<file path="src/rtl/mux4_sched_pkg.sv">
// Shared types and defaults for the 4-way round-robin mux scheduler.
package mux4_sched_pkg;

    localparam int unsigned MAX_HOLD_DEFAULT = 4;
    localparam int unsigned N_REQ            = 4;
    localparam int unsigned IDX_W            = 2;
    localparam int unsigned HOLD_W           = 4;

    typedef enum logic {
        IDLE  = 1'b0,
        GRANT = 1'b1
    } state_e;

endpackage

</file>
<file path="src/rtl/rr_pick4.sv">
// Combinational round-robin picker: first set req bit at or above ptr, modulo 4.
module rr_pick4
    import mux4_sched_pkg::*;
(
    input  logic [N_REQ-1:0] req,
    input  logic [IDX_W-1:0] ptr,
    output logic             found,
    output logic [IDX_W-1:0] idx
);

    // Scan from the farthest offset down so the nearest candidate wins last.
    always_comb begin
        logic [IDX_W-1:0] cand;
        found = 1'b0;
        idx   = ptr;
        cand  = ptr;
        for (int i = N_REQ - 1; i >= 0; i--) begin
            cand = ptr + IDX_W'(i);
            if (req[cand]) begin
                found = 1'b1;
                idx   = cand;
            end
        end
    end

endmodule

</file>
<file path="src/rtl/mux4_rr_sched.sv">
// Round-robin scheduler owning a shared 4:1 mux with bounded tenure.
// Optional macro MUX4_SCHED_LOCK_EN adds a lock input that suppresses hold expiry.
module mux4_rr_sched
    import mux4_sched_pkg::*;
#(
    parameter int unsigned MAX_HOLD = MAX_HOLD_DEFAULT,
    parameter int unsigned DATA_W   = 1
) (
    input  logic                      clk,
    input  logic                      rst_n,
    input  logic [N_REQ-1:0]          req,
    input  logic [N_REQ*DATA_W-1:0]   d,
`ifdef MUX4_SCHED_LOCK_EN
    input  logic                      lock,
`endif
    output logic [N_REQ-1:0]          grant,
    output logic [IDX_W-1:0]          sel,
    output logic                      valid,
    output logic [DATA_W-1:0]         y
);

    state_e             state_q, state_d;
    logic [N_REQ-1:0]   grant_q, grant_d;
    logic [IDX_W-1:0]   sel_q, sel_d;
    logic               valid_q, valid_d;
    logic [IDX_W-1:0]   ptr_q, ptr_d;
    logic [HOLD_W-1:0]  hold_cnt_q, hold_cnt_d;

    logic               pick_found;
    logic [IDX_W-1:0]   pick_idx;
    logic               at_max;
    logic               expire;
    logic               owner_req;

    rr_pick4 u_pick (
        .req   (req),
        .ptr   (ptr_q),
        .found (pick_found),
        .idx   (pick_idx)
    );

    assign at_max    = (hold_cnt_q == HOLD_W'(MAX_HOLD));
    assign owner_req = req[sel_q];
`ifdef MUX4_SCHED_LOCK_EN
    assign expire    = at_max && !lock;
`else
    assign expire    = at_max;
`endif

    // Next-state: ptr already points past the owner, so the owner is searched last.
    always_comb begin
        state_d    = state_q;
        grant_d    = grant_q;
        sel_d      = sel_q;
        valid_d    = valid_q;
        ptr_d      = ptr_q;
        hold_cnt_d = hold_cnt_q;
        unique case (state_q)
            IDLE: begin
                if (pick_found) begin
                    state_d    = GRANT;
                    sel_d      = pick_idx;
                    grant_d    = N_REQ'(1) << pick_idx;
                    valid_d    = 1'b1;
                    ptr_d      = pick_idx + IDX_W'(1);
                    hold_cnt_d = HOLD_W'(1);
                end
            end
            GRANT: begin
                if (!owner_req || expire) begin
                    if (pick_found) begin
                        sel_d      = pick_idx;
                        grant_d    = N_REQ'(1) << pick_idx;
                        valid_d    = 1'b1;
                        ptr_d      = pick_idx + IDX_W'(1);
                        hold_cnt_d = HOLD_W'(1);
                    end else begin
                        state_d    = IDLE;
                        grant_d    = '0;
                        valid_d    = 1'b0;
                        hold_cnt_d = '0;
                    end
                end else if (!at_max) begin
                    hold_cnt_d = hold_cnt_q + HOLD_W'(1);
                end
            end
        endcase
    end

    always_ff @(posedge clk or negedge rst_n) begin
        if (!rst_n) begin
            state_q    <= IDLE;
            grant_q    <= '0;
            sel_q      <= '0;
            valid_q    <= 1'b0;
            ptr_q      <= '0;
            hold_cnt_q <= '0;
        end else begin
            state_q    <= state_d;
            grant_q    <= grant_d;
            sel_q      <= sel_d;
            valid_q    <= valid_d;
            ptr_q      <= ptr_d;
            hold_cnt_q <= hold_cnt_d;
        end
    end

    assign grant = grant_q;
    assign sel   = sel_q;
    assign valid = valid_q;
    assign y     = valid_q ? d[32'(sel_q)*DATA_W +: DATA_W] : '0;

endmodule

</file>
<file path="config.mk">
export PLATFORM = sky130hd
export DESIGN_NAME = mux4_rr_sched
export DESIGN_NICKNAME = d
export VERILOG_FILES = /design/src/rtl/mux4_sched_pkg.sv /design/src/rtl/rr_pick4.sv /design/src/rtl/mux4_rr_sched.sv
export SDC_FILE = /design/constraint.sdc
export NUM_CORES = 1
export LEC_CHECK = 0
export BUFFER_PORTS_ARGS = -buffer_cell sky130_fd_sc_hd__buf_4
export CORE_UTILIZATION = 25
export DETAILED_ROUTE_END_ITERATION = 7
export GPL_ROUTABILITY_DRIVEN = 0
export SETUP_SLACK_MARGIN = 0.5
export SYNTH_ARGS = -nofsm -noshare
export SYNTH_HDL_FRONTEND = slang
export SYNTH_SLANG_ARGS = --single-unit
export TNS_END_PERCENT = 5
</file>
<file path="constraint.sdc">
create_clock -name clk -period 3 [get_ports clk]
set_input_delay 0.6 -clock clk [delete_from_list [all_inputs] [get_ports clk]]
set_output_delay 0.6 -clock clk [all_outputs]
set_load 0.005 [all_outputs]
</file>
# Word level (Yosys, flattened, before mapping)
# Index checks and enable logic that the tools add are counted.
# word_totals
reg_bits	14
out_inout_bits	8
in_bits	10
word_cells	67
# op_classes
n_reduce_logical	4
bitwise	1
n_lt_le_gt_ge	5
n_mux	40
n_addsub	5
n_eq_ne	4
shift	2
# op_table
operator	n
$mux 4	6
$mux 2	8
$pmux 4 s2	2
$lt 2x3->1 const B	5
$mux 1	15
$bmux 1 s2	5
$pmux 2 s2	2
$add 2x1->2 const B	2
$add 2x2->2 const B	2
$add 4x1->4 const B	1
$eq 4x3->1 const B	1
$pmux 1 s2	2
$reduce_and 2->1	2
$shiftx 4x3->1	1
$shl 1x2->4 const A	1
$ne 3x2->1 const B	1
$ne 2x1->1 const B	1
$ne 2x2->1 const B	1
$logic_not 1->1	1
$logic_or 1x1->1	1
$not 1->1	1

# Depth between registers and ports, before layout
# Gate-level depths: netlist (run 1).
# depth
ltp_word	11
depth_mapped	7
depth_no_buf	6

# Modules after synthesis
# Synthesis (run 1) repeated with hierarchy kept, for this count alone.
# hier_totals
cells_unflattened	84
hier_area_um2	893.4
# by_module_without_submodules
module	seq_area_each_um2	area_per_inst_um2	cells_per_inst	n_inst
mux4_rr_sched	350.3	793.3	68	1
rr_pick4	0.0	100.1	16	1

# Worst setup path after synthesis (run 1)
# OpenSTA, ideal clock, no wires.
# synth_path
kind	input -> output
from	in d[3]
to	out y
path_slack_ns	1.199
n_path_buf	0
arrival_time_ns	1.201
cell_stages	2
t_required_ns	2.400
path_cell_list	mux4_2 > and2_1
# synth_between
elab_chain_cells	2
# synth_lines
element	line_no	source
start, declared	mux4_rr_sched.sv:12	input logic [N_REQ*DATA_W-1:0] d,
$shiftx 4x3->1	mux4_rr_sched.sv:111	assign y = valid_q ? d[32'(sel_q)*DATA_W +: DATA_W] : '0;
$mux 1	mux4_rr_sched.sv:111	
end, declared	mux4_rr_sched.sv:19	output logic [DATA_W-1:0] y
# No other way between the ends.

# Final worst setup path (run 1)
# layout_path
from	reg sel_q[0] (netlist: sel[0])
to	out y
# layout_between
elab_chain_cells	2
# layout_lines
element	line_no	source
start, declared	mux4_rr_sched.sv:24	logic [IDX_W-1:0] sel_q, sel_d;
start signal, assigned	mux4_rr_sched.sv:101	sel_q <= sel_d;
$shiftx 4x3->1	mux4_rr_sched.sv:111	
$mux 1	mux4_rr_sched.sv:111	
# No other way between the ends.

==> impl_metrics.tcl, run 1 <==
set metrics [dict create \
    boundaryPins 18 \
    skew_ns 0.001223 \
    clk_path_buf_depth 2 \
    grt_max_degree 15 \
    cts-resized-gates 0 \
    yosysTopAreaCell "dfrtp_1" \
    port_buffers 17 \
    cpPeakStageDelay_ns 0.53 \
    grt_overflow 0 \
    internal-power_mw 0.5807 \
    cts-root-buf "clkbuf_4" \
    clk_pin_slew_ns 0.08 \
    worstHoldPathType "in -> async" \
    synth.cell_area_um2 869.6 \
    synth.distinct_cells 32 \
    synth_top_area_share_pct 40.29 \
    stdcell_count 148 \
    finalCriticalPeriod_ns 2.215 \
    drtAntennaViolNets 0 \
    fin_crit_sh_pct 73.84 \
    max_freq_mhz 451.4 \
    cp_top_family "multiplexers" \
    seqPwrFrac_pct 37.9 \
    rsz0062_at_grt "false" \
    coreArea_um2 3337 \
    antenna-diode-count 0 \
    critPathMaxFanout 6 \
    setup_viol 0 \
    wl_per_cell_um 12.76 \
    endpoint_kind "output port" \
    cp_num_buf_inv 1 \
    ff2ff_setup_slack_ns 1.22 \
    syn_avg_cell_area_um2 10.48 \
    cts_hold_buf 0 \
    max-cap-violations 0 \
    synth.most_common_cell "dfrtp_1" \
    finalHoldViolCount 0 \
    vias 693 \
    numCtsBuffers 3 \
    vdd_drop_max_mv 0.2130 \
    ys_seq_area_share_pct 40.29 \
    power.density_nw_per_um2 871.7 \
    area_growth_pct 23.74 \
    async_flop_share_pct 100.0 \
    r2r_cells 4 \
    antenna_found_initial 0 \
    drive_above_1_share_pct 28.43 \
    cp_slowest_cell "mux4_2" \
    post-cts-setup-buffer-count 0 \
    timing.setup.tns_ns 0 \
    nets 119 \
    placed_cells 144 \
    leakage_nw 0.5032 \
    die_h_um 60.98 \
    power_switching_mw 0.3573 \
    die-area_um2 3718 \
    slew_headroom_pct 66.13 \
    core.rowCount 21 \
    switching_share_pct 38.09 \
    clk_latency_ns 0.28 \
    grt_pass1_wl_um 3174 \
    ctsHtreeMaxLevel 1 \
    hpwl_um 1397 \
    synth_edf_count 0 \
    vias_per_cell 4.682 \
    maxSlewViolCount 0 \
    synth_area_leaders "dfrtp_1, ha_1, mux4_2" \
    path_cells "mux4_2, and2_1, buf_4" \
    drt_pass1_iterations 4 \
    clkPwrFrac_pct 14.4 \
    crit_arrival_ns 1.62 \
    worst_slew_pin_slew_ns 0.5039 \
    status "finished, final reports clean" \
    rr_endpoint "grant[1]" \
    cts_sinks 14 \
    dp_slack_ns 0.9487 \
    initial_core_util_pct 26.06 \
    synthFlopType "dfrtp_1" \
    cts_tree "yes" \
    synthCells 83 \
    ys_ff_latch 14 \
    startpoint_type "flip-flop" \
    grt_pass1_vias 678 \
    setup_ws_ns 0.7847 \
    drc 0 \
    routed_wl_um 1889 \
    track_usage_pct 11.79 \
    die_x_um 60.98 \
    ys_top_cells_by_count "dfrtp_1, nand2_1, ha_1" \
    synth_fp_nets 99 \
    criticalPathCategory "reg -> out" \
    initialDrtViolationCount 42 \
    cp.required_ns 2.40 \
    post-route-util_pct 32.25 \
    pwr-share-comb_pct 47.6 \
    yosys_warnings 0 \
    timing.rr.start "sel[0]" \
]
==> layout make-up <==
class	instances	area, µm²
Tap cell	46	57.56
Sequential cell	14	350.3
Multi-Input combinational cell	61	481.7
Timing Repair Buffer	17	127.6
Clock buffer	4	36.28
Fill cell	359	2261
Inverter	6	22.52
==> registers in the layout (all words and copies together) (netlist names) <==
name        flops
hold_cnt_q      4
state_q         1
ptr_q           2
grant           4
sel             2
valid           1
==> per-stage QoR <==
step	hold slack [ns]	power [mW]	cell area, µm²
detailed placement	0.4608	0.8058	1040
global route	0.1476	1.035	1076
global placement	0.4547	0.7850	1040
finish	0.1518	0.9380	1076
floorplan	0.3044	0.6420	869.6
CTS	0.1437	0.9492	1076
==> worst max path at each step <==
stage                start  endpoint  slack (ns)  cells after the start
finish              sel[0]         y        0.78                      3
global route        sel[0]         y        0.69                      3
CTS                 sel[0]         y        0.76                      3
detailed placement    d[3]         y        0.95                      4
global placement      d[3]         y        0.96                      4
floorplan             d[3]         y        1.20                      2
==> cell usage in the layout (no fill, tap or decap), types with 2 or more instances in the layout <==
cell	instances
dfrtp_1	14
nor2b_1	4
mux2_2	2
ha_1	6
nor2_1	3
a21o_1	2
nand3b_1	2
nand3_1	2
clkbuf_4	3
buf_4	17
inv_1	5
mux4_2	2
nand2_1	9
a22o_1	5
o21ai_1	4
a21oi_1	3
o21ai_0	3
==> routing by layer <==
| layer | share of wire [%] | wire [µm] | track usage [%] | vias to the layer above |
|---|---|---|---|---|
| li1 | - | - | - | 341 |
| met1 | 50 | 940 | 16.06 | 324 |
| met2 | 44 | 834 | 18.21 | 26 |
| met3 | 4.9 | 93 | 2.345 | 2 |
| met4 | 1.1 | 20 | 4.870 | 0 |
| met5 | 0 | 0 | 0 | - |
==> kinds of logic after synthesis <==
kind of cell	after synthesis	share of synthesized area [%]
buf+inv	8	4.316
fa+ha+maj	6	8.633
xor+xnor	1	1.007
compound gates	24	20.72
mux	5	8.920
flops	14	40.29
simple gates	25	16.11
==> power groups by stage <==
stage          logic [mW]  registers (mW)  clock network [mW]
2_1_floorplan       0.305           0.337                   0
3_3_place_gp        0.436           0.349                   0
3_5_place_dp        0.448           0.358                   0
4_1_cts             0.451           0.356               0.142
5_1_grt             0.513           0.368               0.154
6_report            0.447           0.356               0.135
Power figures use the tool's default switching activity.
==> run 2: changes to the inputs <==
ABC_AREA = 1   (was default)
clock period = 1.9 ns   (was 3 ns; I/O delays follow)
==> run 2 against run 1 <==
Via count up 35%; die area up 14%; sequential power up 60%; worst hold slack better by 0.32 ns; critical endpoint is now ptr_q[1]; register-to-register slack worse by 1.0 ns; setup slack worse by 0.60 ns; area after synthesis up 14%; utilization up 6.5 points; sequential cell count unchanged.
==> impl_metrics.tcl, run 2 <==
set metrics [dict create \
    status "finished, final reports clean" \
    worst_slew_pin_slew_ns 0.3584 \
    fin_total_pwr_mw 2.985 \
    fin_crit_sh_pct 90.23 \
    ys_top_cells_by_count "nand2_1, inv_1, dfrtp_1" \
    cts_sinks 14 \
    synthFlopType "dfrtp_1" \
    cts-root-buf "clkbuf_8" \
    grt_overflow 0 \
    core.rowCount 22 \
    switching_share_pct 47.92 \
    crit_arrival_ns 1.86 \
    path_cells "inv_4, nand2_1, nand3_1, nand2_2, inv_1, nand2_2, nand2_2, nand2_2, nand2_2, nand2_4, ha_4, o21ai_2" \
    synthCells 132 \
    final_cell_mix "nand2_1, buf_4, nand2_2, inv_1, dfrtp_1" \
    vdd_drop_max_mv 0.6583 \
    boundaryPins 18 \
    pwr-share-comb_pct 71.0 \
    wl_met3_um 116 \
    vias_per_cell 4.380 \
    max_freq_mhz 583.3 \
    met1_length_um 1034 \
    critPathMostFrequentCell "nand2_2" \
    clkPwrFrac_pct 9.9 \
    skew_ns 0.002367 \
    slew_headroom_pct 76.00 \
    yosysTopAreaCell "dfrtp_1" \
    power.density_nw_per_um2 2057 \
    synth_top_area_share_pct 35.22 \
    rsz0062_at_grt "true" \
    startpoint_type "flip-flop" \
    coreArea_um2 3744 \
    nets 182 \
    ys_seq_area_share_pct 35.22 \
    vias 933 \
    async_flop_share_pct 100.0 \
    initialDrtViolationCount 23 \
    max-cap-violations 0 \
    clk_path_buf_depth 2 \
    ys_ff_latch 14 \
    seqPwrFrac_pct 19.0 \
    critPathMaxFanout 6 \
    die_x_um 65.08 \
    die-area_um2 4235 \
    drc 0 \
    finalHoldViolCount 0 \
    endpoint_kind "flip-flop" \
    grt_pass1_vias 820 \
    ctsHtreeMaxLevel 1 \
    drive_above_1_share_pct 50.91 \
    numCtsBuffers 3 \
    synth_area_leaders "dfrtp_1, nand2_1, ha_1" \
    cp_slowest_cell "dfrtp_2" \
    yosys_warnings 0 \
    antenna-diode-count 0 \
    routed.top_layer "met4" \
    wl_per_cell_um 11.02 \
    timing.setup.tns_ns 0 \
    clk_latency_ns 0.25 \
    area_growth_pct 45.91 \
    synth_fp_nets 148 \
    synth.distinct_cells 25 \
    drt_pass1_iterations 2 \
    final_common_cell "nand2_1" \
    grt_pass1_wl_um 3525 \
    maxSlewViolCount 0 \
    cp.required_ns 2.04 \
    routed_wl_um 2347 \
    met2_length_um 1184 \
    cts_tree "yes" \
    leakage_nw 0.7508 \
    antenna_found_initial 0 \
    cp_num_buf_inv 2 \
    synth_edf_count 0 \
    criticalPathCategory "reg -> reg" \
    worstHoldPathType "reg -> reg" \
    grt_max_degree 15 \
    drtAntennaViolNets 0 \
    initial_core_util_pct 26.57 \
    cp_top_family "simple AND/OR/NAND/NOR gates" \
    power_switching_mw 1.430 \
    port_buffers 17 \
    cpPeakStageDelay_ns 0.47 \
    synth.cell_area_um2 994.7 \
    hpwl_um 1584 \
    finalCriticalPeriod_ns 1.714 \
    track_usage_pct 10.87 \
    clk_pin_slew_ns 0.06 \
    syn_avg_cell_area_um2 7.536 \
    synth.most_common_cell "nand2_1" \
    setup_viol 0 \
    die_h_um 65.08 \
    internal-power_mw 1.555 \
]
## run 2: area by class of cell
cell class,instances,area [µm²]
fillers,398,2292
well taps,48,60.06
flip-flops and latches,14,355.3
inverters,20,87.58
multi-input cells,97,654.4
clock buffers,4,55.05
repair buffers,30,239.0
## run 2: layer usage
metal | vias up | GRT usage, %
li1 | 480 | -
met1 | 439 | 13.45
met2 | 12 | 17.97
met3 | 2 | 3.345
met4 | 0 | 3.261
met5 | - | 0
## run 2: logic make-up after synthesis
group | share of synthesized area (%)
AND/OR/NAND/NOR | 37.11
buffers and inverters | 9.182
AO/OA/AOI/OAI | 9.183
flip-flops | 35.22
adder cells (fa/ha/maj) | 7.547
XOR/XNOR | 1.761
## run 2: worst paths after layout
kind                          start       endpoint  slack (ns)  depth (start not counted)
hold / removal             grant[1]       grant[1]        0.47                          2
setup reg to reg           ptr_q[0]       ptr_q[1]        0.19                         12
min in group asynchronous     rst_n  hold_cnt_q[3]        0.52                          2
setup / recovery           ptr_q[0]       ptr_q[1]        0.19                         12
hold reg to reg            grant[1]       grant[1]        0.47                          2
max in group asynchronous     rst_n         sel[1]        1.19                          2
## run 2: worst min-delay path: stages (launching register included)
cell and delay [ns]:
dfrtp_1 0.34, nand2_1 0.05, nand2_1 0.05
## run 2: stage by stage
step | setup WS (ns) | util (%) | cell area (µm²) | hold slack (ns) | instances
after global placement | 0.09483 | 31.42 | 1176 | 0.2425 | 196
after floorplan | 0.3290 | - | 999.7 | 0.08441 | 132
final | 0.1855 | 38.77 | 1451 | 0.4726 | 213
after CTS | 0.2313 | 36.56 | 1369 | 0.4812 | 209
after detailed placement | 0.08552 | 31.42 | 1176 | 0.2458 | 196
after global routing | 0.08072 | 38.77 | 1451 | 0.5005 | 213
## run 2: timing repair
item	4_1_cts	5_1_grt
resized for setup	23	19
endpoints found under the hold margin	14	0
hold buffers	1	0
endpoints found under the setup margin	14	15
pin swaps	18	16
setup buffers	8	4
## run 2: power groups by stage
stage | Clock [mW] | Sequential, mW | Combinational [mW]
after floorplan | 0 | 0.525 | 1.18
after global placement | 0 | 0.582 | 1.46
after detailed placement | 0 | 0.580 | 1.45
after CTS | 0.306 | 0.572 | 1.81
after global routing | 0.321 | 0.586 | 2.35
final | 0.297 | 0.568 | 2.12
==> run 3: changes to the inputs <==
PLACE_DENSITY = 0.48   (was default)
==> run 3 against run 2 <==
Sequential power down 0.9%; total power up 3.6%; clock skew up 0.0029 ns; critical endpoint is now valid; highest routed layer unchanged.
==> impl_metrics.tcl, run 3 (synthesis results as in run 2) <==
set metrics [dict create \
    initial_core_util_pct 26.57 \
    worstHoldPathType "reg -> reg" \
    crit_arrival_ns 1.84 \
    vdd_drop_max_mv 0.6896 \
    status "finished, final reports clean" \
    path_cells "buf_6, nand2_4, o21ai_4, nand2_2, nand2_2, buf_4, nor2_4, nand2_4, nand2_8, buf_4, nand2_1" \
    clk_pin_slew_ns 0.06 \
    die_x_um 65.08 \
    grt_overflow 0 \
    drc 0 \
    min_to "grant[1]" \
    ctsHtreeMaxLevel 1 \
    drive_above_1_share_pct 52.07 \
    boundaryPins 18 \
    final_common_cell "buf_4" \
    area_growth_pct 50.44 \
    hpwl_um 1766 \
    grt_pass1_vias 1040 \
    rsz0062_at_grt "true" \
    port_buffers 17 \
    drtAntennaViolNets 0 \
    setup_viol 0 \
    holdCritStartpoint "grant[1]" \
    cp.required_ns 2.03 \
    cpPeakStageDelay_ns 0.47 \
    vias 991 \
    slew_headroom_pct 78.43 \
    skew_ns 0.005280 \
    track_usage_pct 13.37 \
    die_h_um 65.08 \
    r2r_cells 11 \
    fin_crit_sh_pct 89.92 \
    max_freq_mhz 585.3 \
    core.rowCount 22 \
    finalHoldViolCount 0 \
    nets 187 \
    leakage_nw 0.7779 \
    final_cell_mix "buf_4, nand2_1, nand2_2, inv_1, dfrtp_1" \
    cts-root-buf "clkbuf_8" \
    cts_sinks 14 \
    grt_pass1_wl_um 4347 \
    final_area_um2 1496 \
    endpoint_kind "flip-flop" \
    worstHoldPathCells 2 \
    clk_latency_ns 0.24 \
    worst_slew_pin_slew_ns 0.3228 \
    grt_max_degree 15 \
    cts_tree "yes" \
    placed_cell_area_um2 1176 \
    coreArea_um2 3744 \
    die-area_um2 4235 \
    criticalPathCategory "reg -> reg" \
    rr_endpoint "valid" \
    ff2ff_setup_slack_ns 0.19 \
    drt_pass1_iterations 4 \
    power.density_nw_per_um2 2066 \
    vias_per_cell 4.567 \
    timing.setup.tns_ns 0 \
    clk_path_buf_depth 2 \
    timing.rr.start "ptr_q[0]" \
    antenna_found_initial 0 \
    wl_per_cell_um 12.11 \
    startpoint_type "flip-flop" \
    cp_slowest_cell "dfrtp_2" \
    initialDrtViolationCount 57 \
    routed_wl_um 2627 \
    antenna-diode-count 0 \
    maxSlewViolCount 0 \
    critPathMaxFanout 8 \
    max-cap-violations 0 \
    finalCriticalPeriod_ns 1.708 \
    numCtsBuffers 3 \
]
## run 3: cell types whose count changed in the layout (fill, tap and decap cells not counted), sizes merged
cell / before / now
buf: 29 / 34
clkbuf: 4 / 3
## run 3: repair_timing
item                                    in CTS  in global routing
pin swaps                                   14                 15
hold endpoints to repair                    14                  0
buffers inserted                             9                  8
endpoints found under the setup margin      15                 15
gates resized for setup                     19                 25
hold buffers                                 1                  0
## run 3: layout make-up
| cell class | instances | area [µm²] |
|---|---|---|
| repair buffers | 35 | 269.0 |
| flip-flops and latches | 14 | 354.1 |
| multi-input cells | 97 | 689.4 |
| fillers | 413 | 2247 |
| inverters | 20 | 82.58 |
| clock buffers | 3 | 41.29 |
| well taps | 48 | 60.06 |
## run 3: worst max-delay path by stage
stage	start	end	slack, ns	cells after the start
after floorplan	ptr_q[0]	ptr_q[1]	0.33	13
after global placement	ptr_q[0]	grant[2]	0.11	12
after detailed placement	ptr_q[0]	grant[2]	0.06	14
after CTS	ptr_q[0]	ptr_q[1]	0.21	12
after global routing	ptr_q[0]	ptr_q[1]	0.11	12
final	ptr_q[0]	valid	0.19	11
## run 3: where the power goes
part / switching (mW) / total, mW / internal (mW)
Sequential: 0.129 / 0.563 / 0.435
Combinational: 1.27 / 2.29 / 1.01
Clock: 0.101 / 0.241 / 0.140
Total: 1.50 / 3.09 / 1.59
## run 3: layer usage
metal	track usage, %	share of wire, %	wire length (µm)	vias to the layer above
met5	0	0	0	-
met4	7.065	3.3	87	0
met3	2.289	4.3	114	11
met2	22.14	49	1299	28
met1	16.43	43	1127	459
li1	-	-	-	493
## run 3: critical path: cells and delay by family, from the launching register on
family                 cells  cell delay [ns]
AND/OR/NAND/NOR            7             0.63
AO/OA/AOI/OAI              1             0.07
flip-flops                 1             0.47
buffers and inverters      3             0.43
## run 3: stage by stage
| stage | worst slack, ns | power [mW] | hold slack, ns | util [%] | std cells |
|---|---|---|---|---|---|
| 4_1_cts | 0.2127 | 2.663 | 0.4862 | 36.13 | 209 |
| 3_5_place_dp | 0.06079 | 2.075 | 0.2462 | 31.42 | 196 |
| 6_report | 0.1916 | 3.091 | 0.4810 | 39.97 | 217 |
| 5_1_grt | 0.1111 | 3.377 | 0.5276 | 39.97 | 217 |
| 3_3_place_gp | 0.1084 | 2.053 | 0.2439 | 31.42 | 196 |
| 2_1_floorplan | 0.3290 | 1.702 | 0.08441 | - | 132 |
